$ cat config.mk
export PLATFORM = sky130hd
export DESIGN_NAME = uart_tx_serializer
export DESIGN_NICKNAME = d
export VERILOG_FILES = /design/src/rtl/uart_tx_serializer.sv
export SDC_FILE = /design/constraint.sdc
export NUM_CORES = 1
export LEC_CHECK = 0
export ABC_AREA = 1
export ABC_CLOCK_PERIOD_IN_PS = 2029
export BUFFER_PORTS_ARGS = -buffer_cell sky130_fd_sc_hd__buf_2
export CAP_MARGIN = 25
export CORE_MARGIN = 2
export CORE_UTILIZATION = 25
export DETAILED_ROUTE_END_ITERATION = 8
export GPL_ROUTABILITY_DRIVEN = 0
export PLACE_DENSITY = 0.45
export SYNTH_ARGS = -nofsm -noshare
export SYNTH_HDL_FRONTEND = slang
export SYNTH_SLANG_ARGS = --single-unit
$ cat constraint.sdc
create_clock -name clock -period 2.03 [get_ports clock]
set_input_delay 0.3045 -clock clock [delete_from_list [all_inputs] [get_ports clock]]
set_output_delay 0.3045 -clock clock [all_outputs]
set_load 0.01 [all_outputs]
$ cat src/rtl/uart_tx_serializer.sv
// rtl/uart_tx_serializer.sv - 8N1/8E1/8O1/8x2 UART transmit serializer with TI done pulse and sticky overrun
module uart_tx_serializer #(
  parameter int CLK_FREQ  = 50000000,
  parameter int BAUD      = 9600,
  parameter int DIVISOR   = CLK_FREQ / BAUD,
  parameter int PARITY    = 0,
  parameter int STOP_BITS = 1
) (
  input  logic       clock,
  input  logic       rst,
  input  logic       WR,
  input  logic [7:0] din,
  output logic       txd,
  output logic       TI,
  output logic       busy,
  output logic       ovr
);

  typedef enum logic [2:0] {
    S_IDLE,
    S_START,
    S_DATA,
    S_PARITY,
    S_STOP
  } state_t;

  localparam logic [15:0] BAUD_LAST = 16'(DIVISOR - 1);
  localparam logic [2:0]  STOP_LAST = 3'(STOP_BITS - 1);
  localparam logic        PAR_EN    = (PARITY != 0);
  localparam logic        PAR_ODD   = (PARITY == 2);

  state_t      state, state_nxt;
  logic [15:0] baud_cnt, baud_cnt_nxt;
  logic [2:0]  bit_idx, bit_idx_nxt;
  logic [7:0]  shift_reg, shift_reg_nxt;
  logic        parity_bit, parity_bit_nxt;
  logic        txd_nxt, ti_nxt, ovr_nxt;
  logic        bit_end;

  assign bit_end = (baud_cnt == BAUD_LAST);
  assign busy    = (state != S_IDLE);

  always_ff @(posedge clock) begin
    if (rst) begin
      state      <= S_IDLE;
      baud_cnt   <= '0;
      bit_idx    <= '0;
      shift_reg  <= '0;
      parity_bit <= 1'b0;
      txd        <= 1'b1;
      TI         <= 1'b0;
      ovr        <= 1'b0;
    end else begin
      state      <= state_nxt;
      baud_cnt   <= baud_cnt_nxt;
      bit_idx    <= bit_idx_nxt;
      shift_reg  <= shift_reg_nxt;
      parity_bit <= parity_bit_nxt;
      txd        <= txd_nxt;
      TI         <= ti_nxt;
      ovr        <= ovr_nxt;
    end
  end

  always_comb begin
    state_nxt      = state;
    baud_cnt_nxt   = baud_cnt + 16'd1;
    bit_idx_nxt    = bit_idx;
    shift_reg_nxt  = shift_reg;
    parity_bit_nxt = parity_bit;
    ti_nxt         = 1'b0;
    ovr_nxt        = ovr | (WR & busy);

    case (state)
      S_IDLE: begin
        baud_cnt_nxt = '0;
        bit_idx_nxt  = '0;
        if (WR) begin
          shift_reg_nxt  = din;
          parity_bit_nxt = (^din) ^ PAR_ODD;
          state_nxt      = S_START;
        end
      end
      S_START: begin
        if (bit_end) begin
          baud_cnt_nxt = '0;
          bit_idx_nxt  = '0;
          state_nxt    = S_DATA;
        end
      end
      S_DATA: begin
        if (bit_end) begin
          baud_cnt_nxt  = '0;
          shift_reg_nxt = {1'b0, shift_reg[7:1]};
          bit_idx_nxt   = bit_idx + 3'd1;
          if (bit_idx == 3'd7) begin
            bit_idx_nxt = '0;
            state_nxt   = PAR_EN ? S_PARITY : S_STOP;
          end
        end
      end
      S_PARITY: begin
        if (bit_end) begin
          baud_cnt_nxt = '0;
          bit_idx_nxt  = '0;
          state_nxt    = S_STOP;
        end
      end
      S_STOP: begin
        if (bit_end) begin
          baud_cnt_nxt = '0;
          if (bit_idx == STOP_LAST) begin
            bit_idx_nxt = '0;
            state_nxt   = S_IDLE;
            ti_nxt      = 1'b1;
          end else begin
            bit_idx_nxt = bit_idx + 3'd1;
          end
        end
      end
      default: begin
        state_nxt    = S_IDLE;
        baud_cnt_nxt = '0;
        bit_idx_nxt  = '0;
      end
    endcase

    // Line level follows the state being entered so txd stays a pure register.
    case (state_nxt)
      S_START:  txd_nxt = 1'b0;
      S_DATA:   txd_nxt = shift_reg_nxt[0];
      S_PARITY: txd_nxt = parity_bit_nxt;
      default:  txd_nxt = 1'b1;
    endcase
  end

endmodule

==> results of run 1 <==
==> report_power, final <==
group / switching (uW) / internal [uW] / total, uW
clock network: 229 / 236 / 465
registers: 8.84 / 687 / 696
logic: 86.6 / 53.6 / 140
total: 325 / 977 / 1300
==> per-layer routing <==
metal / up-vias / track usage [%] / part of all wire, %
met1: 720 / 12.60 / 50
met5: - / 0 / 0
li1: 874 / - / -
met4: 0 / 4.613 / 1.3
met3: 2 / 3.416 / 2.6
met2: 13 / 16.03 / 46
==> cell usage in the layout, fill, tap and decap left out, types with 2 or more instances in the layout <==
master / netlist / layout
nand2_2: 2 / 2
nand4_1: 4 / 4
or2_2: 3 / 3
xor2_1: 6 / 6
nand2_1: 64 / 64
nor3_1: 6 / 6
nor2_4: 4 / 4
nor2_1: 31 / 31
clkbuf_8: 0 / 5
inv_2: 5 / 5
nand3_1: 17 / 17
a31oi_1: 7 / 7
dfxtp_1: 34 / 34
buf_2: 0 / 14
o21ai_0: 8 / 8
ha_1: 4 / 4
nor2_2: 3 / 3
inv_1: 28 / 28
clkbuf_1: 1 / 2
xnor2_1: 5 / 5
nor3_2: 2 / 2
a21oi_1: 15 / 15
nand3_2: 3 / 3
nor3b_1: 3 / 3
==> metrics by stage <==
stage               total power, uW  cell area, um2  util (%)  setup WS [ns]  instances
floorplan                     808.0            1824         -         0.5777        260
global placement              853.3            2011     28.02         0.3878        372
detailed placement            853.5            2011     28.02         0.3517        372
CTS                            1329            2087     29.08         0.3441        379
global route                   1379            2087     29.08         0.1808        379
finish                         1302            2087     29.08         0.3632        379
==> worst max-delay path, delay by kind of cell (launching register included) <==
kind	cells	cell delay, ns
and+or+nand+nor	6	0.64
AOI/OAI and AO/OA	1	0.16
adders and majority gates	1	0.20
buffers and inverters	2	0.17
DFF	1	0.37
==> path summary, 6_finish.rpt <==
kind / start / endpoint / slack [ns] / depth (start not counted)
max: baud_cnt[0]$_SDFF_PP0_ / shift_reg[2]$_SDFFE_PP0P_ / 0.36 / 10
min: WR / ovr$_SDFF_PP0_ / 0.28 / 3
max reg2reg: baud_cnt[0]$_SDFF_PP0_ / shift_reg[2]$_SDFFE_PP0P_ / 0.36 / 10
min reg2reg: shift_reg[7]$_SDFFE_PP0P_ / shift_reg[7]$_SDFFE_PP0P_ / 0.46 / 2
==> logic make-up after synthesis <==
group,count (synthesis),share of synthesized area [%]
DFF,34,37.31
xor gates and xnor gates,11,5.281
and+or+nand+nor,143,37.04
AOI/OAI and AO/OA,32,9.739
buffers and inverters,36,7.887
adders and majority gates,4,2.744
==> cell type report <==
type                    instances  area, um2
multi-input cells             190      999.7
well taps                      99      123.9
clock buffers                   7      76.32
repair buffers                 15      77.57
fillers                       797       5089
flip-flops and latches         34      680.7
inverters                      34      128.9
==> flow_metrics.tcl, run 1 <==
set metrics [dict create \
    synth-edff-count 0 \
    slew_violations 0 \
    dominantRegCellSynth "dfxtp_1" \
    dp_hpwl_mm 2.801 \
    cts-htree-levels 2 \
    leakage_uw 0.0008601 \
    remaining_drc_errors 0 \
    synth_top_area_share_pct 37.31 \
    die_area_um2 7996 \
    grt_pass1_vias 1459 \
    status "completed" \
    cts_tree "yes" \
    post-route-period-util_pct 82.11 \
    io_buffers 14 \
    path_max_fanout 7 \
    rsz0062_at_grt "no" \
    synthesis.area_um2 1824 \
    chipWidth_um 89.42 \
    num_rows 31 \
    hold_violations 0 \
    path_cells "ha_1 -> nand2_1 -> inv_1 -> nand2_1 -> nor2_2 -> nand3_2 -> clkinv_2 -> nor2_2 -> a21oi_1 -> nor2_1" \
    whs_ns 0.2807 \
    peakVddDrop_mv 0.2266 \
    synth_cells 260 \
    syn_nets 275 \
    path_clk_slew_ns 0.07 \
    start_util_pct 25.42 \
    grt_pass1_wl_mm 6.272 \
    grt_usage_pct 10.19 \
    grt_max_degree 17 \
    die_y_um 89.42 \
    drt_first_pass_iters 4 \
    layout_min_cycle_time_ns 1.667 \
    fin_nets 295 \
    drt_iter0_markers 25 \
    power_density_nw_per_um2 623.6 \
    post_drt_wl_per_cell_um 9.478 \
    ctsHoldBuffers 0 \
    grt-ovfl-total 0 \
    cts_setup_buffers 0 \
    yosys_warnings 0 \
    ys_top_cells_by_area "dfxtp_1 (37%), nand2_1 (13%), nor2_1 (6.4%), inv_1 (5.8%), nand3_1 (4.7%)" \
    synth_area_leader_cell "dfxtp_1" \
    async_flop_share_pct 0 \
    ant_nets 0 \
    setup_viol 0 \
    syn_to_final_growth_pct 14.40 \
    drive_above_1_share_pct 16.07 \
    cp.arrival_ns 1.83 \
    worst_slew_margin_rel_pct 79.51 \
    clk_path_buf_depth 2 \
    required_ns 2.19 \
    critPathMaxStageDelay_ns 0.37 \
    synth_area_per_cell_um2 7.016 \
    viasPerCell 4.245 \
    max_freq_mhz 600.0 \
    antennaDiodeCount 0 \
    finalClockSkew_ns 0.003466 \
    path_class "reg2reg" \
    setup_tns_ns 0 \
    routed_wirelength_mm 3.592 \
    largest_reg_flops 16 \
    cts-resized-gates 0 \
    crit_slowest_cell "dfxtp_1" \
    clk_latency_ns 0.28 \
    ys_seq_area_share_pct 37.31 \
    startpoint_type "register" \
    ys_ff_latch 34 \
    holdCritPathClass "in2reg" \
    antenna_found_initial 0 \
    cts_buffers 5 \
    cap_violations 0 \
    via_count 1609 \
    synth.top_cells.by_count "nand2_1 (64), dfxtp_1 (34), nor2_1 (31), inv_1 (28), nand3_1 (17)" \
    core_um2 7176 \
    synth_cell_type_count 27 \
    clkSinkCount 34 \
    worst_pin_slew_ns 0.3074 \
    yosysMostFrequentCell "nand2_1" \
    end_kind "register" \
    cts-root-buf "clkbuf_8" \
    ios 15 \
]
No activity file was read; power rests on OpenSTA's default activity.
==> inputs of run 2 (changes only) <==
--- a/config.mk
+++ b/config.mk
@@ -6,14 +6,14 @@
 export NUM_CORES = 1
 export LEC_CHECK = 0
 export ABC_AREA = 1
-export ABC_CLOCK_PERIOD_IN_PS = 2029
+export ABC_CLOCK_PERIOD_IN_PS = 1400
 export BUFFER_PORTS_ARGS = -buffer_cell sky130_fd_sc_hd__buf_2
 export CAP_MARGIN = 25
 export CORE_MARGIN = 2
 export CORE_UTILIZATION = 25
 export DETAILED_ROUTE_END_ITERATION = 8
 export GPL_ROUTABILITY_DRIVEN = 0
-export PLACE_DENSITY = 0.45
+export PLACE_DENSITY = 0.46
 export SYNTH_ARGS = -nofsm -noshare
 export SYNTH_HDL_FRONTEND = slang
 export SYNTH_SLANG_ARGS = --single-unit
==> constraint.sdc (replaced) <==
create_clock -name clock -period 1.4 [get_ports clock]
set_input_delay 0.21 -clock clock [delete_from_list [all_inputs] [get_ports clock]]
set_output_delay 0.21 -clock clock [all_outputs]
set_load 0.01 [all_outputs]
==> flow_metrics.tcl, run 2 (synthesis results as in run 1) <==
set metrics [dict create \
    num_rows 31 \
    pwr-share-clk_pct 37.6 \
    wl_met1_mm 2.066 \
    cts-htree-levels 2 \
    drt_iter0_markers 38 \
    routed_wirelength_mm 4.211 \
    crit_slowest_cell "dfxtp_2" \
    ctsHoldBuffers 0 \
    fill_cells 760 \
    layout_common_cells "nand2_1 (54), buf_4 (32), dfxtp_1 (30)" \
    start_util_pct 25.42 \
    cpLargestDelayFamily "simple AND/OR/NAND/NOR gates" \
    end_kind "register" \
    max_freq_mhz 715.6 \
    clk_path_buf_depth 2 \
    path_max_fanout 5 \
    seq_area_um2 688.2 \
    die_y_um 89.42 \
    rsz0062_at_grt "yes" \
    required_ns 1.58 \
    cts_tree "yes" \
    sw_frac_of_total_pct 26.03 \
    highest_layer "met4" \
    path_cells "ha_4 -> nand2_2 -> inv_2 -> nand2_4 -> nor2_4 -> nand3_4 -> nand3_1 -> nand3_2 -> nand2_1 -> nand3_1" \
    largest_reg_flops 16 \
    critPathMaxStageDelay_ns 0.36 \
    peakVddDrop_mv 0.3152 \
    worst_pin_slew_ns 0.4342 \
    path_clk_slew_ns 0.07 \
    finalClockSkew_ns 0.005950 \
    timing.critical_path.mode_cell "nand3_1" \
    worstReg2RegStart "baud_cnt[1]$_SDFF_PP0_" \
    grt_max_degree 17 \
    die_area_um2 7996 \
    post_drt_wl_per_cell_um 10.17 \
    final_common_cell "nand2_1" \
    setup_tns_ns 0 \
    syn_to_final_growth_pct 41.63 \
    routed-wl-met3_um 101 \
    grt-ovfl-total 0 \
    clk_latency_ns 0.29 \
    drive_above_1_share_pct 38.73 \
    holdCritPathClass "in2reg" \
    worst_slew_margin_rel_pct 71.02 \
    holdPathEnd "ovr$_SDFF_PP0_" \
    path_buf_inv 1 \
    combPwrFrac_pct 12.2 \
    status "completed" \
    p_switching_uw 524.3 \
    grt_pass1_wl_mm 7.238 \
    cp.arrival_ns 1.58 \
    core_um2 7176 \
    io_buffers 14 \
    r2r_cells 10 \
    layout_min_cycle_time_ns 1.397 \
    path_class "reg2reg" \
    dp_hpwl_mm 2.997 \
    grt_usage_pct 11.64 \
    min_from "WR" \
    seqPwrFrac_pct 50.1 \
    leakage_uw 0.001084 \
    post-route-period-util_pct 99.81 \
    fin_nets 329 \
    startpoint_type "register" \
    antenna_found_initial 0 \
    wl_met2_mm 1.975 \
    clkSinkCount 34 \
    cts-root-buf "clkbuf_8" \
    layout.cells.non_filler 414 \
    r2r_end "txd$_SDFF_PP1_" \
    ios 15 \
    place_inst 402 \
    slew_violations 0 \
    cts_buffers 5 \
    whs_path_depth 3 \
    setup_viol 0 \
    multiInputGateArea_um2 1212 \
    r2r_slack_ns 0.003 \
    hold_violations 0 \
    remaining_drc_errors 0 \
    viasPerCell 4.227 \
    post-route-util_pct 36.01 \
    power_density_nw_per_um2 779.6 \
    via_count 1750 \
    grt_pass1_vias 1658 \
    ant_nets 0 \
    drt_first_pass_iters 4 \
    p_int_uw 1490 \
    antennaDiodeCount 0 \
    chipWidth_um 89.42 \
    cap_violations 0 \
]
==> run 2: layout make-up <==
| cell class | count | area share [%] |
|---|---|---|
| Clock buffer | 7 | 3.341 |
| Clock inverter | 1 | 0.1937 |
| Inverter | 34 | 5.230 |
| Multi-Input combinational cell | 191 | 46.92 |
| Sequential cell | 34 | 26.63 |
| Tap cell | 99 | 4.794 |
| Timing Repair Buffer | 48 | 12.88 |
==> run 2: worst max path at each step <==
stage | start | slack [ns] | depth (start not counted) | to
detailed placement | baud_cnt[1]$_SDFF_PP0_ | -0.13 | 10 | baud_cnt[13]$_SDFF_PP0_
finish | baud_cnt[1]$_SDFF_PP0_ | 0.003 | 10 | txd$_SDFF_PP1_
global placement | baud_cnt[1]$_SDFF_PP0_ | -0.13 | 10 | baud_cnt[8]$_SDFF_PP0_
floorplan | baud_cnt[1]$_SDFF_PP0_ | 0.01 | 11 | bit_idx[1]$_SDFFE_PP0P_
CTS | baud_cnt[0]$_SDFF_PP0_ | -0.02 | 10 | shift_reg[2]$_SDFFE_PP0P_
global route | baud_cnt[1]$_SDFF_PP0_ | -0.12 | 10 | baud_cnt[14]$_SDFF_PP0_
==> run 2: through the flow <==
| step | power (uW) | hold slack (ns) | worst slack [ns] | area (um2) |
|---|---|---|---|---|
| after CTS | 2036 | 0.1662 | -0.02189 | 2445 |
| after floorplan | 1173 | 0.2794 | 0.01030 | 1841 |
| after global placement | 1251 | 0.4529 | -0.1317 | 2252 |
| final | 2014 | 0.1719 | 0.002618 | 2584 |
| after global routing | 2120 | 0.1763 | -0.1233 | 2584 |
| after detailed placement | 1252 | 0.4588 | -0.1344 | 2252 |
==> run 2: power by group through the flow <==
stage                     Sequential (uW)  Combinational [uW]  Clock (uW)
after floorplan                      1030                 142           0
after global placement               1030                 220           0
final                                1010                 247         758
after global routing                 1010                 278         830
after CTS                            1010                 235         791
after detailed placement             1030                 221           0
==> run 2: tightest hold or removal path: stages <==
cell and delay (ns):
buf_2 0.09, a21oi_1 0.06, nor2_1 0.07
==> run 2: routing by layer <==
| metal | global-route usage [%] | vias up |
|---|---|---|
| li1 | - | 939 |
| met1 | 15.14 | 793 |
| met2 | 17.98 | 14 |
| met3 | 2.770 | 4 |
| met4 | 5.834 | 0 |
| met5 | 0 | - |
==> run 2: what timing repair did <==
item	CTS	global route
pin swaps	9	17
buffers inserted	0	3
setup endpoints to repair	27	30
gates cloned	0	1
gates resized for setup	25	30
==> inputs of run 3 (changes only) <==
--- a/config.mk
+++ b/config.mk
@@ -13,7 +13,6 @@
 export CORE_UTILIZATION = 25
 export DETAILED_ROUTE_END_ITERATION = 8
 export GPL_ROUTABILITY_DRIVEN = 0
-export PLACE_DENSITY = 0.46
 export SYNTH_ARGS = -nofsm -noshare
 export SYNTH_HDL_FRONTEND = slang
 export SYNTH_SLANG_ARGS = --single-unit
==> flow_metrics.tcl, run 3 (synthesis results as in run 1) <==
set metrics [dict create \
    status "complete, but fails checks" \
    cts-htree-levels 2 \
    max_freq_mhz 684.8 \
    path_max_fanout 4 \
    via_count 1779 \
    ant_nets 0 \
    layout_min_cycle_time_ns 1.460 \
    viasPerCell 4.350 \
    io_buffers 14 \
    hold_violations 0 \
    worst_slew_margin_rel_pct 63.05 \
    path_clk_slew_ns 0.07 \
    clk_latency_ns 0.29 \
    clkSinkCount 34 \
    grt_pass1_wl_mm 7.072 \
    num_rows 31 \
    antenna_found_initial 0 \
    grt_max_degree 15 \
    antennaDiodeCount 0 \
    post_drt_wl_per_cell_um 10.69 \
    leakage_uw 0.001091 \
    violations "setup timing" \
    grt_pass1_vias 1677 \
    die_area_um2 7996 \
    die_y_um 89.42 \
    cts_tree "yes" \
    drt_iter0_markers 81 \
    clk_path_buf_depth 2 \
    fin_nets 326 \
    final_common_cell "nand2_1" \
    layout_common_cells "nand2_1 (54), dfxtp_1 (28), nor2_1 (27)" \
    ios 15 \
    fill_cells 741 \
    core_um2 7176 \
    finalClockSkew_ns 0.004112 \
    ctsHoldBuffers 0 \
    end_kind "register" \
    post-route-period-util_pct 104.3 \
    path_class "reg2reg" \
    power_density_nw_per_um2 764.7 \
    cts-root-buf "clkbuf_8" \
    total_power_uw 2005 \
    r2r_cells 11 \
    rsz0062_at_grt "yes" \
    grt_usage_pct 11.41 \
    startpoint_type "register" \
    worst_pin_slew_ns 0.5536 \
    slew_violations 0 \
    cp.arrival_ns 1.70 \
    holdCritPathClass "in2reg" \
    remaining_drc_errors 0 \
    drive_above_1_share_pct 40.32 \
    largest_reg_flops 16 \
    start_util_pct 25.42 \
    worst_slack_ns -0.06033 \
    peakVddDrop_mv 0.3634 \
    dp_hpwl_mm 2.828 \
    cts_buffers 5 \
    required_ns 1.64 \
    whs_path_depth 3 \
    dp_slack_ns -0.1376 \
    setup_viol 15 \
    grt-ovfl-total 0 \
    drt_first_pass_iters 4 \
    cap_violations 0 \
    routed_wirelength_mm 4.374 \
    syn_to_final_growth_pct 43.76 \
    chipWidth_um 89.42 \
]
## run 3: changes by cell type in the layout (fill, tap and decap cells not counted), moves of 3 or more
cell,before,now
a21oi_1,10,7
a21oi_2,5,8
buf_4,32,25
buf_6,2,6
nand3_1,13,10
nand3_2,4,7
nor3_2,7,4
## run 3: final cells by class
cell class / instances / area, um2 / area share, %
clock buffers: 6 / 82.58 / 3.149
well taps: 99 / 123.9 / 4.723
flip-flops and latches: 34 / 690.7 / 26.34
multi-input cells: 191 / 1257 / 47.95
repair buffers: 45 / 325.3 / 12.40
inverters: 34 / 142.6 / 5.439
## run 3: power breakdown
part	switching, uW	internal, uW
logic	160	105
registers	14.8	996
clock network	350	379
total	526	1480
## run 3: critical path, stage by stage, from the launching register on
cell and delay, ns:
dfxtp_4 0.36, ha_4 0.16, nand2_1 0.05, inv_1 0.04, nand2_2 0.09, nor2_2 0.05, nand2_2 0.12, buf_4 0.13
inv_1 0.04, nor3_1 0.17, nand3_1 0.12, nand3_2 0.08
## run 3: per-stage QoR
stage | cell area, um2 | util, % | hold slack, ns | instances | setup TNS (ns)
after floorplan | 1841 | - | 0.2794 | 260 | 0
after global placement | 2192 | 30.55 | 0.4478 | 394 | -1.492
after detailed placement | 2192 | 30.55 | 0.4626 | 394 | -2.259
after CTS | 2406 | 33.53 | 0.1650 | 405 | -0.1313
after global routing | 2623 | 36.55 | 0.2106 | 409 | -2.397
final | 2623 | 36.55 | 0.1728 | 409 | -0.3159
## run 3: path summary, 6_finish.rpt
path / slack, ns / from / endpoint
worst max register to register: -0.06 / baud_cnt[0]$_SDFF_PP0_ / txd$_SDFF_PP1_
worst max-delay path: -0.06 / baud_cnt[0]$_SDFF_PP0_ / txd$_SDFF_PP1_
worst min register to register: 0.47 / shift_reg[7]$_SDFFE_PP0P_ / shift_reg[7]$_SDFFE_PP0P_
worst min-delay path: 0.17 / WR / ovr$_SDFF_PP0_
## run 3: per-layer routing
metal	vias to the layer above	global-route usage, %	wire [um]
met5	-	0	0
met4	0	6.377	107
met3	7	2.770	108
met2	16	18.25	2211
met1	817	14.01	1947
li1	939	-	-
## run 3: what timing repair did
item,CTS,global route
resized for setup,20,54
buffers inserted,4,4
setup endpoints to repair,27,30
cloned,1,0
pin swaps,14,27
